**config.mk**
```make
export PLATFORM = sky130hd
export DESIGN_NAME = ram_arbiter
export DESIGN_NICKNAME = d
export VERILOG_FILES = /design/src/rtl/ram_arbiter.sv
export SDC_FILE = /design/constraint.sdc
export NUM_CORES = 1
export LEC_CHECK = 0
export CELL_PAD_IN_SITES_DETAIL_PLACEMENT = 1
export CELL_PAD_IN_SITES_GLOBAL_PLACEMENT = 2
export CORE_MARGIN = 4
export CORE_UTILIZATION = 26
export CTS_BUF_LIST = sky130_fd_sc_hd__clkbuf_8
export DETAILED_ROUTE_END_ITERATION = 8
export GPL_ROUTABILITY_DRIVEN = 1
export PLACE_DENSITY = 0.95
export SLEW_MARGIN = 20
export SYNTH_ARGS = -nofsm -noshare
export SYNTH_HDL_FRONTEND = slang
export SYNTH_SLANG_ARGS = --single-unit
```
**constraint.sdc**
```tcl
create_clock -name CLOCK_50 -period 1.9 [get_ports CLOCK_50]
set_input_delay 0.285 -clock CLOCK_50 [delete_from_list [all_inputs] [get_ports CLOCK_50]]
set_output_delay 0.285 -clock CLOCK_50 [all_outputs]
set_load 0.02 [all_outputs]
```
**src/rtl/ram_arbiter.sv**
```systemverilog
// Two-port round-robin arbiter in front of a 16x4 synchronous RAM.
// Also runs a clear sweep that zeroes every RAM word.
module ram_arbiter (
  input  logic       CLOCK_50,
  input  logic       rst,
  input  logic       req0,
  input  logic       req1,
  input  logic       we0,
  input  logic       we1,
  input  logic [3:0] addr0,
  input  logic [3:0] addr1,
  input  logic [3:0] wdata0,
  input  logic [3:0] wdata1,
  input  logic       clr_start,
  output logic       gnt0,
  output logic       gnt1,
  output logic       rvalid0,
  output logic       rvalid1,
  output logic [3:0] rdata,
  output logic       busy,
  output logic       ram_we,
  output logic       ram_re,
  output logic [3:0] ram_addr,
  output logic [3:0] ram_din,
  input  logic [3:0] ram_dout
);

  typedef enum logic {IDLE, CLEAR} state_t;

  state_t     state_q, state_d;
  logic [3:0] cnt_q, cnt_d;
  logic       last_q, last_d;
  logic       gnt0_q, gnt0_d;
  logic       gnt1_q, gnt1_d;
  logic       we_q, we_d;
  logic [3:0] addr_q, addr_d;
  logic [3:0] din_q, din_d;
  logic       rv0_q, rv0_d;
  logic       rv1_q, rv1_d;

  always_ff @(posedge CLOCK_50 or posedge rst) begin
    if (rst) begin
      state_q <= IDLE;
      cnt_q   <= 4'd0;
      last_q  <= 1'b1;
      gnt0_q  <= 1'b0;
      gnt1_q  <= 1'b0;
      we_q    <= 1'b0;
      addr_q  <= 4'd0;
      din_q   <= 4'd0;
      rv0_q   <= 1'b0;
      rv1_q   <= 1'b0;
    end else begin
      state_q <= state_d;
      cnt_q   <= cnt_d;
      last_q  <= last_d;
      gnt0_q  <= gnt0_d;
      gnt1_q  <= gnt1_d;
      we_q    <= we_d;
      addr_q  <= addr_d;
      din_q   <= din_d;
      rv0_q   <= rv0_d;
      rv1_q   <= rv1_d;
    end
  end

  always_comb begin
    state_d = state_q;
    cnt_d   = cnt_q;
    last_d  = last_q;
    gnt0_d  = 1'b0;
    gnt1_d  = 1'b0;
    we_d    = we_q;
    addr_d  = addr_q;
    din_d   = din_q;
    // read data returns one cycle after the grant, whatever the state
    rv0_d   = gnt0_q & ~we_q;
    rv1_d   = gnt1_q & ~we_q;
    unique case (state_q)
      IDLE: begin
        if (clr_start) begin
          state_d = CLEAR;
          cnt_d   = 4'd0;
        end else if (req0 && (!req1 || last_q)) begin
          gnt0_d = 1'b1;
          last_d = 1'b0;
          we_d   = we0;
          addr_d = addr0;
          din_d  = wdata0;
        end else if (req1) begin
          gnt1_d = 1'b1;
          last_d = 1'b1;
          we_d   = we1;
          addr_d = addr1;
          din_d  = wdata1;
        end
      end
      CLEAR: begin
        if (cnt_q == 4'd15) begin
          state_d = IDLE;
        end else begin
          cnt_d = cnt_q + 4'd1;
        end
      end
      default: state_d = IDLE;
    endcase
  end

  logic clr;
  logic gnt_any;

  assign clr      = (state_q == CLEAR);
  assign gnt_any  = gnt0_q | gnt1_q;
  assign gnt0     = gnt0_q;
  assign gnt1     = gnt1_q;
  assign rvalid0  = rv0_q;
  assign rvalid1  = rv1_q;
  assign rdata    = (rv0_q | rv1_q) ? ram_dout : 4'd0;
  assign busy     = clr;
  assign ram_we   = clr | (gnt_any & we_q);
  assign ram_re   = ~clr & gnt_any & ~we_q;
  assign ram_addr = clr ? cnt_q : (gnt_any ? addr_q : 4'd0);
  assign ram_din  = (!clr && gnt_any) ? din_q : 4'd0;

endmodule
```
# Word level (Yosys, flattened, before mapping)
# Index checks and enable logic that the tools add are counted.
[totals]
reg_bits = 19
latchBits = 0
ramBits = 0
rom_bits = 0
inputBits = 27
output_inout_bits = 19
word_cells = 58
mem_count = 0
[classes]
add_sub_neg = 1
mul = 0
div = 0
order_cmp = 0
eq_ne = 3
n_shift = 0
muxes = 25
bitwise = 11
n_reduce_logical = 8
[ops]
columns = ["cell", "n"]
rows = [
  ["$mux W4", 10],
  ["$mux W1", 13],
  ["$pmux W4 S2", 1],
  ["$and A1 B1 Y1", 5],
  ["$add A4 B1 Y4 const B", 1],
  ["$eq A4 B4 Y1 const B", 1],
  ["$ne A2 B2 Y1 const B", 2],
  ["$not A1 Y1", 3],
  ["$or A1 B1 Y1", 3],
  ["$reduce_and A3 Y1", 1],
  ["$logic_and A1 B1 Y1", 2],
  ["$logic_not A1 Y1", 2],
  ["$pmux W1 S2", 1],
  ["$reduce_and A2 Y1", 1],
  ["$reduce_bool A2 Y1", 1],
  ["$logic_or A1 B1 Y1", 1],
]

# Longest topological paths before layout
[logic_depth]
word_depth = 6
ltp_mapped = 5
mapped_depth_nobuf = 4

# Worst setup path before layout
# Ideal clock, no wire load.
[synth_path]
kind = "reg2out"
startpoint = "register state_q (netlist: busy)"
endpoint = "output port ram_re"
t_arrival_ns = 1.292
t_required_ns = 1.615
slack_ns = 0.323
path_stages_with_launch = 4
cell_sequence = "dfrtp_1 -> buf_2 -> buf_2 -> nor3_1"
[synth_via]
elab_chain_len = 3
[synth_rtl]
columns = ["element", "line", "source"]
rows = [
  ["start, declared", "30", "state_t state_q, state_d;"],
  ["start signal, assigned", "54", "state_q <= state_d;"],
  ["$not A1 Y1 (no source line)", "-", ""],
  ["$and A1 B1 Y1 (2 in a row)", "121", "assign ram_re = ~clr & gnt_any & ~we_q;"],
  ["end, declared", "22", "output logic ram_re,"],
]
# Every way passes these cells.

# Worst setup path in the final report
[layout_path]
startpoint = "register state_q (netlist: busy)"
endpoint = "output port busy"
[layout_rtl]
columns = ["element", "line", "source"]
rows = [
  ["end, declared", "20", "output logic busy,"],
]
# No word-level cell between the ends.

==> qor.txt <==
Slowest cell on the critical path - clkdlybuf4s50_1
Port bufs - 45
Share of cells above drive strength 1 - 10.63%
Setup Buffers After CTS - 0
Power per cell area - 1258 nW/um^2
Final Hold Fails - 0
CTS Hold Bufs - 0
Clk root buf - clkbuf_8
Worst-skew pair later-pin latency - 0.26 ns
Post-synth net total - 139
Max cap viols - 0
Int Pwr - 1.193 mW
Final Skew - 0.003362 ns
Post-Layout Cell Count - 208
Sw Ratio - 40.84%
CTS H-tree depth - 1
Placed cell count - 204
Vias in the first global route - 1126
Largest net degree at the start of global routing - 20
Grt total ovfl - 0
Ports - 46
Clock power share - 14.7%
CTS Sinks - 19
Post-Place Cell Area - 1556 sq um
Nets - 189
Worst Path Max Fanout - 17
Final Core Density - 42.50%
Hold WC Path Type - in -> async
Max Slew Vio Count - 0
Commonest cells after routing, fill and taps aside - clkdlybuf4s50_1 (35), dfrtp_1 (18), nand3_1 (12), a21oi_1 (11)
Initial antenna violation count - 0
Total power draw - 2.016 mW
First-pass DRT Iterations - 4
Crit-path cells - buf_4 -> clkdlybuf4s50_1
Post-Route WL - 3044 microns
Post-DP HPWL - 2406 microns
Buf+Inv Stages, Crit Path - 2
Syn. warnings - 0
Antenna Cells - 0
Sw power - 0.8231 mW
Sequential power share - 37.1%
Slew @ Worst Pin - 0.4449 ns
Area grow syn2layout - 54.15%
Tot GR Track Use - 12.93%
Reg clk slew, reported paths - 0.08 ns
CTS tree - built
Synth cell types - 28
Starting DRC count in detailed routing - 35
Max Buffers Root-to-Sink - 2
Inserted Clock Buffers - 3
Worst path arrival time - 1.53 ns
First-pass GRT wire length - 5333 microns
Syn Area/Cell - 9.367 sq um
Routed Antenna Nets - 0
Largest stage delay on the critical path - 0.64 ns
Initial Util - 27.57%
Cell count after synthesis - 111
Critical Path Sink Type - output pin
Commonest non-fill, non-tap cell in the layout - clkdlybuf4s50_1
Final setup viols - 0
Worst EP required - 1.62 ns
Vias - 1050
FF+latch count, synth - 19
Crit Path Category - reg -> out
Slew HR - 70.34%
Height of the die - 71.24 microns
Period utilisation layout - 95.41%
Worst setup SP type - flip-flop
Total core area - 3771 sq um
Leakage - 0.6585 nW
Die width - 71.24 microns
Vias per inst - 5.048
Detailed-route DRC error count - 0
Worst path top cell family by delay - buffers and inverters
Maximum VDD drop - 310.6 uV
Post-route cell area - 1603 sq um
Mapped Area - 1040 sq um
FMAX - 0.5516 GHz
RSZ-0062 raised after global routing - no
Drt wl/cell - 14.63 microns
Row cnt - 22
Routability-driven placement congestion ratio - 0.7403
Status - completed
Comb power frac - 48.1%
Seq/Total Area, Yosys - 45.85%
Crit path time final - 1.813 ns
Full die area - 5074 sq um
kinds of logic (layout without fill, tap and decap cells):
kind of cell | Yosys count | in the layout | share of synthesized area (%)
and+or+nand+nor | 42 | 42 | 22.74
AOI/OAI and AO/OA | 39 | 39 | 24.07
DFF | 19 | 19 | 45.85
buffers and inverters | 9 | 58 | 5.174
adders and majority gates | 1 | 1 | 1.203
muxes | 1 | 1 | 0.9627
per-stage QoR:
step | hold slack [ns] | TNS (ns) | setup WS (ns)
final | 0.3368 | 0 | 0.08721
after global routing | 0.3761 | 0 | 0.008047
after global placement | 0.4922 | 0 | 0.002697
after CTS | 0.3421 | 0 | 0.06462
after floorplan | 0.2354 | 0 | 0.3225
after detailed placement | 0.5015 | -0.2494 | -0.04544
path summary, 6_finish.rpt:
kind,startpoint,to,cells past startpoint,slack (ns)
setup reg to reg,last_q,din_q[0],3,0.50
setup / recovery,busy,busy,2,0.09
min in group CLOCK_50,we_q,rvalid1,1,0.51
hold / removal,rst,rvalid0,3,0.34
max in group asynchronous,rst,last_q,3,1.30
hold reg to reg,we_q,rvalid1,1,0.51
power groups by stage:
| stage | Sequential [mW] | Combinational, mW | Clock (mW) |
|---|---|---|---|
| detailed placement | 0.750 | 1.04 | 0 |
| CTS | 0.749 | 0.985 | 0.307 |
| floorplan | 0.727 | 0.648 | 0 |
| finish | 0.748 | 0.970 | 0.297 |
| global route | 0.777 | 1.09 | 0.322 |
| global placement | 0.735 | 1.00 | 0 |
layer usage:
metal	wire length (microns)	global-route usage, %
met3	213	3.086
met1	1311	15.34
met2	1470	22.45
met4	48	5.010
met5	0	0
synth_stat cells:
cell,count,area [sq um]
buf_2,4,20.02
nor2_4,1,11.26
nand3_1,12,60.06
a21boi_1,1,7.510
nor2_1,3,11.26
a22o_1,4,35.03
or2_1,1,6.260
and3_1,1,6.260
buf_6,2,22.52
a21oi_1,11,55.05
nor2b_1,8,50.05
and2_1,4,25.02
nand2b_1,2,12.51
and2_4,1,8.760
o21ai_0,10,50.05
clkbuf_1,1,3.750
a31oi_1,9,56.30
nor3_1,4,20.02
inv_1,2,7.510
dfstp_2,1,26.28
mux2i_1,1,10.01
o211ai_1,1,7.510
a41oi_1,2,17.52
ha_1,1,12.51
and4b_1,1,10.01
nand2_1,4,15.01
dfrtp_1,18,450.4
a31oi_4,1,21.27
timing repair:
item / CTS / global route
endpoints found under the setup margin: 9 / 0
hold endpoints to repair: 0 / 0
resized for setup: 13 / 0
area by class of cell:
| class | instances | area [sq um] |
|---|---|---|
| clock buffers | 3 | 41.29 |
| clock inverters | 1 | 7.507 |
| fillers | 448 | 2168 |
| inverters | 2 | 7.507 |
| multi-input cells | 83 | 519.2 |
| flip-flops and latches | 19 | 476.7 |
| well taps | 48 | 60.06 |
| repair buffers | 52 | 490.5 |
worst register-to-register path, delay by kind of cell (launching register included):
family	cells	cell delay, ns
DFF	1	0.55
AOI/OAI and AO/OA	1	0.20
and+or+nand+nor	2	0.58
sequential cells by signal (all words and copies together), names as in the netlist:
register,count
din_q,4
gnt1,1
busy,1
rvalid0,1
cnt_q,4
gnt0,1
rvalid1,1
we_q,1
last_q,1
addr_q,4
Power figures use the tool's default switching activity.
